**config.mk**
```make
export PLATFORM = sky130hd
export DESIGN_NAME = seg_display_drv_flat
export DESIGN_NICKNAME = d
export VERILOG_FILES = /design/src/rtl/disp_pkg.sv /design/src/rtl/seg_display_drv_if.sv /design/src/rtl/bin2bcd_seq.sv /design/src/rtl/seg_display_drv.sv /design/src/flat_wrapper.sv
export SDC_FILE = /design/constraint.sdc
export NUM_CORES = 1
export LEC_CHECK = 0
export BUFFER_PORTS_ARGS = -buffer_cell sky130_fd_sc_hd__buf_2
export CORE_ASPECT_RATIO = 2
export CORE_UTILIZATION = 45
export CTS_BUF_LIST = sky130_fd_sc_hd__clkbuf_16
export DETAILED_ROUTE_END_ITERATION = 12
export MAX_ROUTING_LAYER = met4
export PLACE_DENSITY_LB_ADDON = 0.3
export SYNTH_ARGS = -nofsm -noshare
export SYNTH_HDL_FRONTEND = slang
export SYNTH_SLANG_ARGS = --single-unit
```
**constraint.sdc**
```tcl
create_clock -name Clock_5K -period 1.9 [get_ports Clock_5K]
set_clock_uncertainty 0.15 [all_clocks]
set_input_delay 0.095 -clock Clock_5K [delete_from_list [all_inputs] [get_ports Clock_5K]]
set_output_delay 0.095 -clock Clock_5K [all_outputs]
set_load 0.005 [all_outputs]
```
**src/rtl/disp_pkg.sv**
```systemverilog
// Shared state encoding, segment codes, digit positions and field widths
// for the seg_display_drv time display.
package disp_pkg;

  typedef enum logic [2:0] {
    S_CAPTURE = 3'd0,
    S_CONV_H  = 3'd1,
    S_CONV_M  = 3'd2,
    S_CONV_S  = 3'd3,
    S_CONV_MS = 3'd4,
    S_COMMIT  = 3'd5
  } disp_state_e;

  localparam int W_HOURS = 4;
  localparam int W_MINS  = 6;
  localparam int W_SECS  = 6;
  localparam int W_MSECS = 10;

  // Active-low {g,f,e,d,c,b,a}
  localparam logic [6:0] SEG_0     = 7'h40;
  localparam logic [6:0] SEG_1     = 7'h79;
  localparam logic [6:0] SEG_2     = 7'h24;
  localparam logic [6:0] SEG_3     = 7'h30;
  localparam logic [6:0] SEG_4     = 7'h19;
  localparam logic [6:0] SEG_5     = 7'h12;
  localparam logic [6:0] SEG_6     = 7'h02;
  localparam logic [6:0] SEG_7     = 7'h78;
  localparam logic [6:0] SEG_8     = 7'h00;
  localparam logic [6:0] SEG_9     = 7'h10;
  localparam logic [6:0] SEG_A     = 7'h08;
  localparam logic [6:0] SEG_P     = 7'h0C;
  localparam logic [6:0] SEG_BLANK = 7'h7F;

  localparam logic [2:0] DIG_MS_T = 3'd0;
  localparam logic [2:0] DIG_MS_H = 3'd1;
  localparam logic [2:0] DIG_S_U  = 3'd2;
  localparam logic [2:0] DIG_S_T  = 3'd3;
  localparam logic [2:0] DIG_M_U  = 3'd4;
  localparam logic [2:0] DIG_M_T  = 3'd5;
  localparam logic [2:0] DIG_H_U  = 3'd6;
  localparam logic [2:0] DIG_H_T  = 3'd7;

  function automatic logic [3:0] bcd_adj(input logic [3:0] n);
    return (n >= 4'd5) ? n + 4'd3 : n;
  endfunction

  function automatic logic [6:0] seg_of(input logic [3:0] n);
    case (n)
      4'd0:    return SEG_0;
      4'd1:    return SEG_1;
      4'd2:    return SEG_2;
      4'd3:    return SEG_3;
      4'd4:    return SEG_4;
      4'd5:    return SEG_5;
      4'd6:    return SEG_6;
      4'd7:    return SEG_7;
      4'd8:    return SEG_8;
      4'd9:    return SEG_9;
      default: return SEG_BLANK;
    endcase
  endfunction

endpackage

```
**src/rtl/seg_display_drv_if.sv**
```systemverilog
// Time bus from the clock/stopwatch top plus the display pin bundle.
interface seg_display_drv_if;
  import disp_pkg::*;

  // No handshake: the time bus is level-signalled and sampled once per
  // conversion pass; the pin outputs are plain registered levels.
  logic                 Control;
  logic [W_HOURS-1:0]   Hours;
  logic [W_MINS-1:0]    Mins;
  logic [W_SECS-1:0]    Secs;
  logic [W_MSECS-1:0]   MSecs;
  logic                 AM_PM;
  logic                 Alarm;
  logic [6:0]           Seg;
  logic                 Dp;
  logic [7:0]           Digit_En;
  disp_state_e          dbg_state;

  modport master (output Control, Hours, Mins, Secs, MSecs, AM_PM, Alarm,
                  input  Seg, Dp, Digit_En, dbg_state);
  modport slave  (input  Control, Hours, Mins, Secs, MSecs, AM_PM, Alarm,
                  output Seg, Dp, Digit_En, dbg_state);
endinterface

```
**src/rtl/bin2bcd_seq.sv**
```systemverilog
// Serial double-dabble: one load cycle, then nbits_i shift cycles; done_o
// pulses in the cycle the finished BCD digits are first readable.
module bin2bcd_seq
  import disp_pkg::*;
(
  input  logic       clk_i,
  input  logic       rst_ni,
  input  logic       start_i,
  input  logic [9:0] value_i,
  input  logic [3:0] nbits_i,
  output logic [3:0] bcd2_o,
  output logic [3:0] bcd1_o,
  output logic [3:0] bcd0_o,
  output logic       done_o
);

  logic [9:0]  bin_q;
  logic [11:0] bcd_q;
  logic [11:0] bcd_adj_w;
  logic [3:0]  cnt_q;
  logic        done_q;

  always_comb begin
    bcd_adj_w = {bcd_adj(bcd_q[11:8]), bcd_adj(bcd_q[7:4]), bcd_adj(bcd_q[3:0])};
  end

  always_ff @(posedge clk_i or negedge rst_ni) begin
    if (!rst_ni) begin
      bin_q  <= '0;
      bcd_q  <= '0;
      cnt_q  <= '0;
      done_q <= 1'b0;
    end else begin
      done_q <= 1'b0;
      if (start_i) begin
        // Left-align the field so its MSB is shifted out first
        bin_q <= value_i << (4'd10 - nbits_i);
        bcd_q <= '0;
        cnt_q <= nbits_i;
      end else if (cnt_q != 4'd0) begin
        {bcd_q, bin_q} <= {bcd_adj_w[10:0], bin_q, 1'b0};
        cnt_q          <= cnt_q - 4'd1;
        done_q         <= (cnt_q == 4'd1);
      end
    end
  end

  assign bcd2_o = bcd_q[11:8];
  assign bcd1_o = bcd_q[7:4];
  assign bcd0_o = bcd_q[3:0];
  assign done_o = done_q;

endmodule

```
**src/rtl/seg_display_drv.sv**
```systemverilog
// 8-digit multiplexed 7-segment driver: 32-cycle BCD conversion pass, scan
// and alarm blink. Define LEAD_BLANK_EN to blank a leading zero in Hours.
module seg_display_drv
  import disp_pkg::*;
#(
  parameter int SCAN_DIV  = 5,
  parameter int BLINK_DIV = 1250
) (
  input  logic                Clock_5K,
  input  logic                Reset,
  seg_display_drv_if.slave    bus
);

  localparam int PW = (SCAN_DIV  > 1) ? $clog2(SCAN_DIV)  : 1;
  localparam int BW = (BLINK_DIV > 1) ? $clog2(BLINK_DIV) : 1;
  localparam logic [3:0] N_H  = 4'(W_HOURS);
  localparam logic [3:0] N_M  = 4'(W_MINS);
  localparam logic [3:0] N_S  = 4'(W_SECS);
  localparam logic [3:0] N_MS = 4'(W_MSECS);

  disp_state_e         state_q;
  logic [3:0]          step_q;
  logic                start_q;
  logic [9:0]          val_q;
  logic [3:0]          nbits_q;
  logic                cap_ctrl_q, cap_ampm_q;
  logic [W_MINS-1:0]   cap_m_q;
  logic [W_SECS-1:0]   cap_s_q;
  logic [W_MSECS-1:0]  cap_ms_q;
  logic [7:0]          h_bcd_q, m_bcd_q, s_bcd_q;
  logic [7:0]          disp_h_q, disp_m_q, disp_s_q, disp_ms_q;
  logic                disp_ctrl_q, disp_ampm_q;
  logic [3:0]          bcd2, bcd1, bcd0;
  logic                conv_done;

  bin2bcd_seq u_b2b (
    .clk_i   (Clock_5K),
    .rst_ni  (Reset),
    .start_i (start_q),
    .value_i (val_q),
    .nbits_i (nbits_q),
    .bcd2_o  (bcd2),
    .bcd1_o  (bcd1),
    .bcd0_o  (bcd0),
    .done_o  (conv_done)
  );

  // Each field's result is picked up in the first cycle of the following state
  always_ff @(posedge Clock_5K or negedge Reset) begin
    if (!Reset) begin
      state_q <= S_CAPTURE;
      step_q  <= '0;
      start_q <= 1'b0;
      val_q   <= '0;
      nbits_q <= '0;
      cap_ctrl_q <= 1'b0;  cap_ampm_q <= 1'b0;
      cap_m_q <= '0;  cap_s_q <= '0;  cap_ms_q <= '0;
      h_bcd_q <= '0;  m_bcd_q <= '0;  s_bcd_q <= '0;
      disp_h_q <= '0; disp_m_q <= '0; disp_s_q <= '0; disp_ms_q <= '0;
      disp_ctrl_q <= 1'b0; disp_ampm_q <= 1'b0;
    end else begin
      start_q <= 1'b0;
      step_q  <= step_q + 4'd1;
      case (state_q)
        S_CAPTURE: begin
          cap_ctrl_q <= bus.Control;
          cap_ampm_q <= bus.AM_PM;
          cap_m_q    <= bus.Mins;
          cap_s_q    <= bus.Secs;
          cap_ms_q   <= bus.MSecs;
          val_q      <= 10'(bus.Hours);
          nbits_q    <= N_H;
          start_q    <= 1'b1;
          step_q     <= '0;
          state_q    <= S_CONV_H;
        end
        S_CONV_H: if (step_q == N_H) begin
          val_q <= 10'(cap_m_q); nbits_q <= N_M; start_q <= 1'b1;
          step_q <= '0; state_q <= S_CONV_M;
        end
        S_CONV_M: begin
          if (conv_done) h_bcd_q <= {bcd1, bcd0};
          if (step_q == N_M) begin
            val_q <= 10'(cap_s_q); nbits_q <= N_S; start_q <= 1'b1;
            step_q <= '0; state_q <= S_CONV_S;
          end
        end
        S_CONV_S: begin
          if (conv_done) m_bcd_q <= {bcd1, bcd0};
          if (step_q == N_S) begin
            val_q <= cap_ms_q; nbits_q <= N_MS; start_q <= 1'b1;
            step_q <= '0; state_q <= S_CONV_MS;
          end
        end
        S_CONV_MS: begin
          if (conv_done) s_bcd_q <= {bcd1, bcd0};
          if (step_q == N_MS) begin
            step_q <= '0; state_q <= S_COMMIT;
          end
        end
        S_COMMIT: begin
          disp_h_q    <= h_bcd_q;
          disp_m_q    <= m_bcd_q;
          disp_s_q    <= s_bcd_q;
          disp_ms_q   <= {bcd2, bcd1};
          disp_ctrl_q <= cap_ctrl_q;
          disp_ampm_q <= cap_ampm_q;
          step_q      <= '0;
          state_q     <= S_CAPTURE;
        end
        default: state_q <= S_CAPTURE;
      endcase
    end
  end

  logic [PW-1:0] presc_q;
  logic [2:0]    idx_q;
  logic [BW-1:0] blink_cnt_q, blink_cnt_d;
  logic          blink_on_q, blink_on_d;
  logic [6:0]    dig_seg, seg_q;
  logic          dig_dp, dp_q;
  logic [7:0]    en_q;

  always_comb begin
    blink_cnt_d = '0;
    blink_on_d  = 1'b1;
    if (bus.Alarm) begin
      blink_on_d = blink_on_q;
      if (blink_cnt_q == BW'(BLINK_DIV - 1)) begin
        blink_on_d = ~blink_on_q;
      end else begin
        blink_cnt_d = blink_cnt_q + BW'(1);
      end
    end
  end

  always_comb begin
    dig_seg = SEG_BLANK;
    dig_dp  = 1'b1;
    case (idx_q)
      DIG_H_T: begin
        dig_seg = seg_of(disp_h_q[7:4]);
`ifdef LEAD_BLANK_EN
        if (disp_h_q[7:4] == 4'd0) dig_seg = SEG_BLANK;
`endif
      end
      DIG_H_U:  begin dig_seg = seg_of(disp_h_q[3:0]); dig_dp = 1'b0; end
      DIG_M_T:  dig_seg = seg_of(disp_m_q[7:4]);
      DIG_M_U:  begin dig_seg = seg_of(disp_m_q[3:0]); dig_dp = 1'b0; end
      DIG_S_T:  dig_seg = seg_of(disp_s_q[7:4]);
      DIG_S_U:  begin dig_seg = seg_of(disp_s_q[3:0]); dig_dp = 1'b0; end
      DIG_MS_H: dig_seg = disp_ctrl_q ? (disp_ampm_q ? SEG_P : SEG_A)
                                      : seg_of(disp_ms_q[7:4]);
      default:  dig_seg = disp_ctrl_q ? SEG_BLANK : seg_of(disp_ms_q[3:0]);
    endcase
  end

  // Seg, Dp and Digit_En share one register stage so they never skew
  always_ff @(posedge Clock_5K or negedge Reset) begin
    if (!Reset) begin
      presc_q     <= '0;
      idx_q       <= '0;
      blink_cnt_q <= '0;
      blink_on_q  <= 1'b1;
      seg_q       <= SEG_BLANK;
      dp_q        <= 1'b1;
      en_q        <= 8'hFF;
    end else begin
      if (presc_q == PW'(SCAN_DIV - 1)) begin
        presc_q <= '0;
        idx_q   <= idx_q + 3'd1;
      end else begin
        presc_q <= presc_q + PW'(1);
      end
      blink_cnt_q <= blink_cnt_d;
      blink_on_q  <= blink_on_d;
      seg_q       <= dig_seg;
      dp_q        <= dig_dp;
      en_q        <= blink_on_d ? ~(8'd1 << idx_q) : 8'hFF;
    end
  end

  assign bus.Seg       = seg_q;
  assign bus.Dp        = dp_q;
  assign bus.Digit_En  = en_q;
  assign bus.dbg_state = state_q;

endmodule

```
**src/flat_wrapper.sv**
```systemverilog
// flat-port wrapper written by rule: the top's interface ports become plain ports
module seg_display_drv_flat import disp_pkg::*;
#(
  parameter int SCAN_DIV  = 5,
  parameter int BLINK_DIV = 1250
)
  (Clock_5K, Reset, bus_Control, bus_Hours, bus_Mins, bus_Secs, bus_MSecs, bus_AM_PM, bus_Alarm, bus_Seg, bus_Dp, bus_Digit_En, bus_dbg_state);
  seg_display_drv_if bus_i ();
  input  logic Clock_5K;
  input  logic Reset;
  input wire logic [$bits(bus_i.Control)-1:0] bus_Control;
  input wire logic [$bits(bus_i.Hours)-1:0] bus_Hours;
  input wire logic [$bits(bus_i.Mins)-1:0] bus_Mins;
  input wire logic [$bits(bus_i.Secs)-1:0] bus_Secs;
  input wire logic [$bits(bus_i.MSecs)-1:0] bus_MSecs;
  input wire logic [$bits(bus_i.AM_PM)-1:0] bus_AM_PM;
  input wire logic [$bits(bus_i.Alarm)-1:0] bus_Alarm;
  output wire logic [$bits(bus_i.Seg)-1:0] bus_Seg;
  output wire logic [$bits(bus_i.Dp)-1:0] bus_Dp;
  output wire logic [$bits(bus_i.Digit_En)-1:0] bus_Digit_En;
  output wire logic [$bits(bus_i.dbg_state)-1:0] bus_dbg_state;
  assign bus_i.Control = bus_Control;
  assign bus_i.Hours = bus_Hours;
  assign bus_i.Mins = bus_Mins;
  assign bus_i.Secs = bus_Secs;
  assign bus_i.MSecs = bus_MSecs;
  assign bus_i.AM_PM = bus_AM_PM;
  assign bus_i.Alarm = bus_Alarm;
  assign bus_Seg = bus_i.Seg;
  assign bus_Dp = bus_i.Dp;
  assign bus_Digit_En = bus_i.Digit_En;
  assign bus_dbg_state = bus_i.dbg_state;
  seg_display_drv #(.SCAN_DIV(SCAN_DIV), .BLINK_DIV(BLINK_DIV)) u_core (.Clock_5K(Clock_5K), .Reset(Reset), .bus(bus_i));
endmodule
```
======== Word level (Yosys, flattened, before mapping) ========
Memory sizes are Yosys's and may differ from the RTL's.
Index checks and enable logic that the tools add are counted.
word-level totals
  register bits after elaboration ......... 165
  memory bits (read-only) ................. 896
  input port bits ......................... 31
  output and inout port bits .............. 19
  memories ................................ 8
cells by class
  add/sub/neg operators ................... 9
  order comparisons ....................... 3
  equality and inequality tests ........... 22
  shift operators ......................... 2
  multiplexer cells ....................... 42
  bitwise gates (word level) .............. 2
  reduce and logical (&&, ||, !) cells .... 12
memories
  name             words  bits a word  read ports  clocked after Yosys merged registers in  write ports  RTL line        text
  (no name shown)  16     7            1           0                                        0            disp_pkg.sv:48  case (n)
  (no name shown)  16     7            1           0                                        0            disp_pkg.sv:48
  (no name shown)  16     7            1           0                                        0            disp_pkg.sv:48
  (no name shown)  16     7            1           0                                        0            disp_pkg.sv:48
  (no name shown)  16     7            1           0                                        0            disp_pkg.sv:48
  (no name shown)  16     7            1           0                                        0            disp_pkg.sv:48
  +2 memories      --     --           --          --                                       --           --
operator list
  kind                                                                                 count
  10-bit two-way mux                                                                   5
  7-bit one-hot mux with 7 select lines                                                1
  4-bit two-way mux                                                                    10
  10-bit one-hot mux with 4 select lines                                               1
  4-bit one-hot mux with 4 select lines                                                2
  12-bit two-way mux                                                                   2
  11-bit two-way mux                                                                   2
  3-bit == test, second input constant                                                 7
  3-bit two-way mux                                                                    7
  3-bit one-hot mux with 5 select lines                                                1
  7-bit two-way mux                                                                    2
  3-bit by 2-bit == test with 1-bit output, second input constant                      4
  4-bit by 3-bit greater-or-equal comparator with 1-bit output, second input constant  3
  11-bit by 1-bit adder with 11-bit output, second input constant                      1
  11-bit == test, second input constant                                                1
  10-bit by 4-bit << shifter with 10-bit output                                        1
  4-bit by 2-bit adder with 4-bit output, second input constant                        2
  4-bit by 3-bit == test with 1-bit output, second input constant                      2
  8-bit two-way mux                                                                    1
  2-bit by 1-bit != test with 1-bit output, second input constant                      4
  8-bit inverter                                                                       1
  4-bit AND reduction                                                                  2
  4-bit nonzero test                                                                   2
  1-bit by 3-bit << shifter with 8-bit output, first input constant                    1
  other kinds (16)                                                                     27

======== Depth between registers and ports, before layout ========
  depth after elaboration ................. 4
  depth in mapped cells ................... 8
  gate-level depth less buffers ........... 7

======== Hierarchy ========
From an unflattened synthesis, not the netlist that was laid out.
unflattened totals
  cells, all modules ...................... 878
  area total of the unflattened synthesis .. 9282.7 µm²
by module, submodules not included
  module           instances  cells each  area an instance (µm²)  sequential area each (µm²)
  seg_display_drv  1          691         7531.0                  3449.6
  bin2bcd_seq      1          187         1751.7                  675.6

======== Worst setup path before layout ========
No wires, ideal clock.
  path kind ............................... flip-flop to flip-flop
  from .................................... reg u_core.idx_q[2]
  to ...................................... reg u_core.seg_q[1] (netlist: u_core.bus.Seg[1])
  setup time .............................. 0.090 ns
  arrival time ............................ 1.791 ns
  slack ................................... -0.131 ns
  stages on the path, launching flop included .. 9
  path buffers ............................ 1
  period minus slack after synthesis ...... 2.031 ns
  path through ............................ dfrtp_1 -> buf_2 -> inv_1 -> ha_1 -> nor3_1 -> nand2_1 -> nor2_1 -> o21a_1 -> a31oi_1
between the ends
  cells in the longest elaborated chain, start to end .. 2
  elaborated cells between the ends (all ways) .. 8
  classes of those cells .................. eq/ne: 7; mux: 1
ends and longest elaborated chain
  what                                                              RTL line                text
  from (decl)                                                       seg_display_drv.sv:117  logic [2:0] idx_q;
  from (signal assigned)                                            seg_display_drv.sv:171  idx_q <= idx_q + 3'd1;
  3-bit by 1-bit == test with 1-bit output (tied with other cells)  seg_display_drv.sv:140  case (idx_q)
  7-bit one-hot mux with 7 select lines (*)                         seg_display_drv.sv:140
  named net u_core.dig_seg[1]                                       seg_display_drv.sv:120  logic [6:0] dig_seg, seg_q;
  to (signal assigned)                                              seg_display_drv.sv:177  seg_q <= dig_seg;
  to (decl)                                                         seg_display_drv.sv:120
Mark *: on every way through the listed nets, which the timed path passes. The rest lies on a longest branch.
A chain may end at the register's enable or synchronous reset.

======== Worst setup path after layout ========
  from .................................... reg u_core.idx_q[0]
  to ...................................... reg u_core.seg_q[5] (netlist: u_core.bus.Seg[5])
The elaborated chain is that of the path after synthesis.

==> summary.md <==
| Metric | Value |
|---|---|
| Status | complete, but fails checks |
| Failing checks | negative setup slack |
| Worst Path Arrival | ~2.1 ns |
| Largest net degree at the start of global routing | 39 |
| Netlist cell types | 63 |
| Crit path to | u_core.bus.Seg[5]$_DFF_PN1_ |
| Wirelength per Cell | between 15 and 20 µm |
| Mapped Nets | around 970 |
| Post-synthesis sequential area ratio | approximately 46% |
| TritonRoute pass-1 iters | 5 |
| Leakage | between 5 and 6 nW |
| Final Cell Area | 11400 µm² |
| Initial core utilization | a little under half |
| Setup violators final | 1 |
| Adder-cell share of the synthesized area | 9.36% |
| Area delta synth->final | 26.9% |
| GRT Total Usage | 24.2% |
| Area share of and/or/nand/nor cells after synthesis | roughly an eighth |
| Setup_tns | -0.0163 ns |
| Fillers | approximately 1700 |
| Final core occ | 58.4% |
| CTS sink cnt | 164 |
| Drt drc | 0 |
| Die footprint | a little over 20000 µm² |
| P_int | around 6.3 mW |
| CP startpoint | u_core.idx_q[0]$_DFFE_PN0N_ |
| DP Worst Slack | -0.149 ns |
| Post-synth EDFFs | 0 |
| Clk root buf | clkbuf_16 |
| Layout cell share with drive strength beyond 1 | 33.0% |
| Avg Inst Size Synth | 10.3 µm² |
| First-pass GRT wire length | roughly 36 mm |
| CORE AREA | about 19000 µm² |
| Cells on worst reg2reg path | 7 |
| Dpl cells | between 1000 and 1500 |
| Worst relative slew slack | approximately 73% |
| Net Sw Power | around 2.7 mW |
| Critical path class | reg2reg |
| Final worst setup slack | -0.0163 ns |
| Die Ht | about 200 µm |
| Final WL | ~23 mm |
| RSZ-0062 raised after global routing | true |
| Antenna violations before repair | 0 |
| Final worst path period share | 101% |
| Reg-to-reg slack, setup | -0.02 ns |
| DIE WIDTH | approximately 100 µm |
| ANT nets after route | 0 |
| Skew-Pair Late Insertion Delay | between 0.4 and 0.5 ns |
| Vias in the first global route | 7396 |
| Slew Limit Fails | 0 |
| Peak VDD IR | between 0.6 and 0.7 mV |
| MaxCap Viol Count | 0 |
| Crit path required time | about 2.1 ns |
| Gate power share | 20.2% |
| Synthesized flop and latch total | 164 |
| DR iter-0 viols | 268 |
| CTS tree | yes |
| GP Congestion | just under 1 |
| Main synth FF type | dfrtp_1 |
| Sw frac | slightly above 30% |
| Post-DP HPWL | 17.1 mm |
| Syn Std Cell Area | ~9000 µm² |
| Hold Fails Final Rpt | 0 |
| Worst setup EP type | flop |
| Part of the power in registers | 44.7% |
| I/O pin count | 50 |
| Critical Path Start Type | flop |
| Fraction of synthesized area in multiplexers | 11.5% |
| Syn. warnings | 0 |
| Gr ovfl total | 0 |
| Vias/cell | approximately 5.4 |
| Min Tclk post-route | approximately 1.9 ns |
| CTS Buffer Depth | 2 |
| Nets | 1139 |
| Via count | approximately 7000 |
| FP Rows | 72 |
| Worst-Margin Slew | 0.401 ns |
| Largest family of logic cells by synthesized area | compound AO/OA/AOI/OAI gates |
| Htree depth | 4 |
| Power, Total | a little over 9 mW |
| Worst min path class | in2reg |
| Compound-gate portion of the synthesized area | 14.2% |
| DP Area | around 10000 µm² |
| Worst r2r dst | u_core.bus.Seg[5]$_DFF_PN1_ |
| XOR/XNOR share of the synthesized area | 2.15% |
| Fmax | 0.522 GHz |
| Mapped Cells | 868 |
| Fin cells | between 1000 and 1500 |
| IO buf count | between 40 and 50 |
| TritonCTS buffer count | 17 |
| Pwr Density | approximately 800 nW/µm² |
| Synth async-reset ratio | 100% |
| CP max FO | 4 |
| Clk pin slew, worst setup/hold paths | approximately 0.07 ns |
| Hold Worst Slack | around 0.27 ns |
| Clock power share | between 30% and 40% |
| RR Startpoint | u_core.idx_q[0]$_DFFE_PN0N_ |
worst max-delay path, cell delays in order, from the launching register on:
cell     delay [ns]
dfrtp_2        0.46
inv_2          0.08
ha_2           0.20
buf_4          0.12
a21oi_2        0.05
and2_1         0.17
or3_1          0.37
o31a_1         0.25
sequential cells by signal (all words and copies together), names as in the netlist, 6 cells and up:
| signal | flops |
|---|---|
| u_core.disp_m_q | 8 |
| u_core.disp_ms_q | 8 |
| u_core.blink_cnt_q | 11 |
| u_core.disp_h_q | 8 |
| u_core.cap_s_q | 6 |
| u_core.val_q | 10 |
| u_core.m_bcd_q | 8 |
| u_core.cap_ms_q | 10 |
| u_core.u_b2b.bcd_q | 12 |
| u_core.bus.Digit_En | 8 |
| u_core.s_bcd_q | 8 |
| u_core.h_bcd_q | 8 |
| u_core.disp_s_q | 8 |
| u_core.u_b2b.bin_q | 10 |
| u_core.bus.Seg | 7 |
| u_core.cap_m_q | 6 |
cells in the mapped netlist (all sizes together), types with 3 or more instances:
cell     instances  area (µm²)
a211oi           6        45.0
nand3           19        95.1
mux2i           11         110
nor2            57         214
a21o             6        45.0
dfrtp          147        3680
buf             27         145
a21boi           3        22.5
a22oi            4        30.0
ha              67         838
mux2            82         923
or3              4        25.0
xor2            10        87.6
o211ai           4        30.0
nor3             9        50.1
o221ai           6        52.6
nor2b           16         100
o21ai           59         295
nand4            4        25.0
nor4             3        18.8
nor3b            4        30.0
nand2b          28         175
and2             3        18.8
o311ai           3        33.8
clkbuf          15        56.3
a22o             7        61.3
a21oi           58         290
and3             5        31.3
xnor2           12         105
o22ai           17         106
a2bb2oi          3        26.3
nand2           67         251
a31oi            9        56.3
inv             48         180
dfstp           17         447
cell families after synthesis:
family	Yosys count
DFF	164
xor gates and xnor gates	22
adders and majority gates	67
AOI/OAI and AO/OA	203
muxes	93
buffers and inverters	90
and+or+nand+nor	229
cells in the final DEF, fill, tap and decap left out, drive strengths merged, types with 10 or more instances in the layout:
master	instances
nand3	19
nand2	67
o21ai	59
xnor2	12
mux2	82
dfstp	17
nand2b	28
dlygate4sd3	31
buf	165
o22ai	17
clkbuf	17
mux2i	11
nor2b	16
nor2	57
a21oi	58
xor2	10
inv	53
dfrtp	147
ha	67
power by group through the flow:
stage,Sequential (mW),Clock [mW],Combinational (mW)
after global placement,4.11,0,1.64
after global routing,4.10,3.41,2.02
after CTS,4.05,3.23,1.78
after floorplan,4.03,0,0.994
final,4.06,3.18,1.84
after detailed placement,4.12,0,1.67
metal layers:
layer | GRT usage, % | routed length (µm) | vias up
li1 | - | - | 3387
met1 | 21.3 | 7680 | 3402
met2 | 44.2 | 12600 | 155
met3 | 3.54 | 583 | 82
met4 | 18.5 | 1700 | 0
met5 | - | 0 | -
cell type report:
| type | count | area, µm² | area share [%] |
|---|---|---|---|
| Antenna cell | 1 | 2.50 | 0.0220 |
| Clock buffer | 17 | 425 | 3.74 |
| Clock inverter | 14 | 104 | 0.914 |
| Inverter | 48 | 180 | 1.59 |
| Multi-Input combinational cell | 614 | 4670 | 41.1 |
| Sequential cell | 164 | 4130 | 36.3 |
| Tap cell | 259 | 324 | 2.85 |
| Timing Repair Buffer | 196 | 1530 | 13.5 |
how the worst min path moves through the flow:
stage                      start                         endpoint  cells past startpoint
finish               bus_Secs[1]    u_core.cap_s_q[1]$_DFFE_PN0P_                      3
global route        bus_MSecs[6]   u_core.cap_ms_q[6]$_DFFE_PN0P_                      3
CTS                  bus_Mins[2]    u_core.cap_m_q[2]$_DFFE_PN0P_                      3
detailed placement         Reset      u_core.presc_q[1]$_DFF_PN0_                      1
global placement           Reset      u_core.presc_q[1]$_DFF_PN0_                      1
floorplan                  Reset  u_core.blink_cnt_q[0]$_DFF_PN0_                      0
what timing repair did:
item / in CTS / in global routing
cloned: 0 / 0
buffers inserted: 3 / 1
endpoints found under the setup margin: 7 / 27
hold buffers: 31 / 0
pin swaps: 3 / 11
gates resized for setup: 18 / 35
endpoints found under the hold margin: 212 / 0
(Power assumes the default switching activity.)
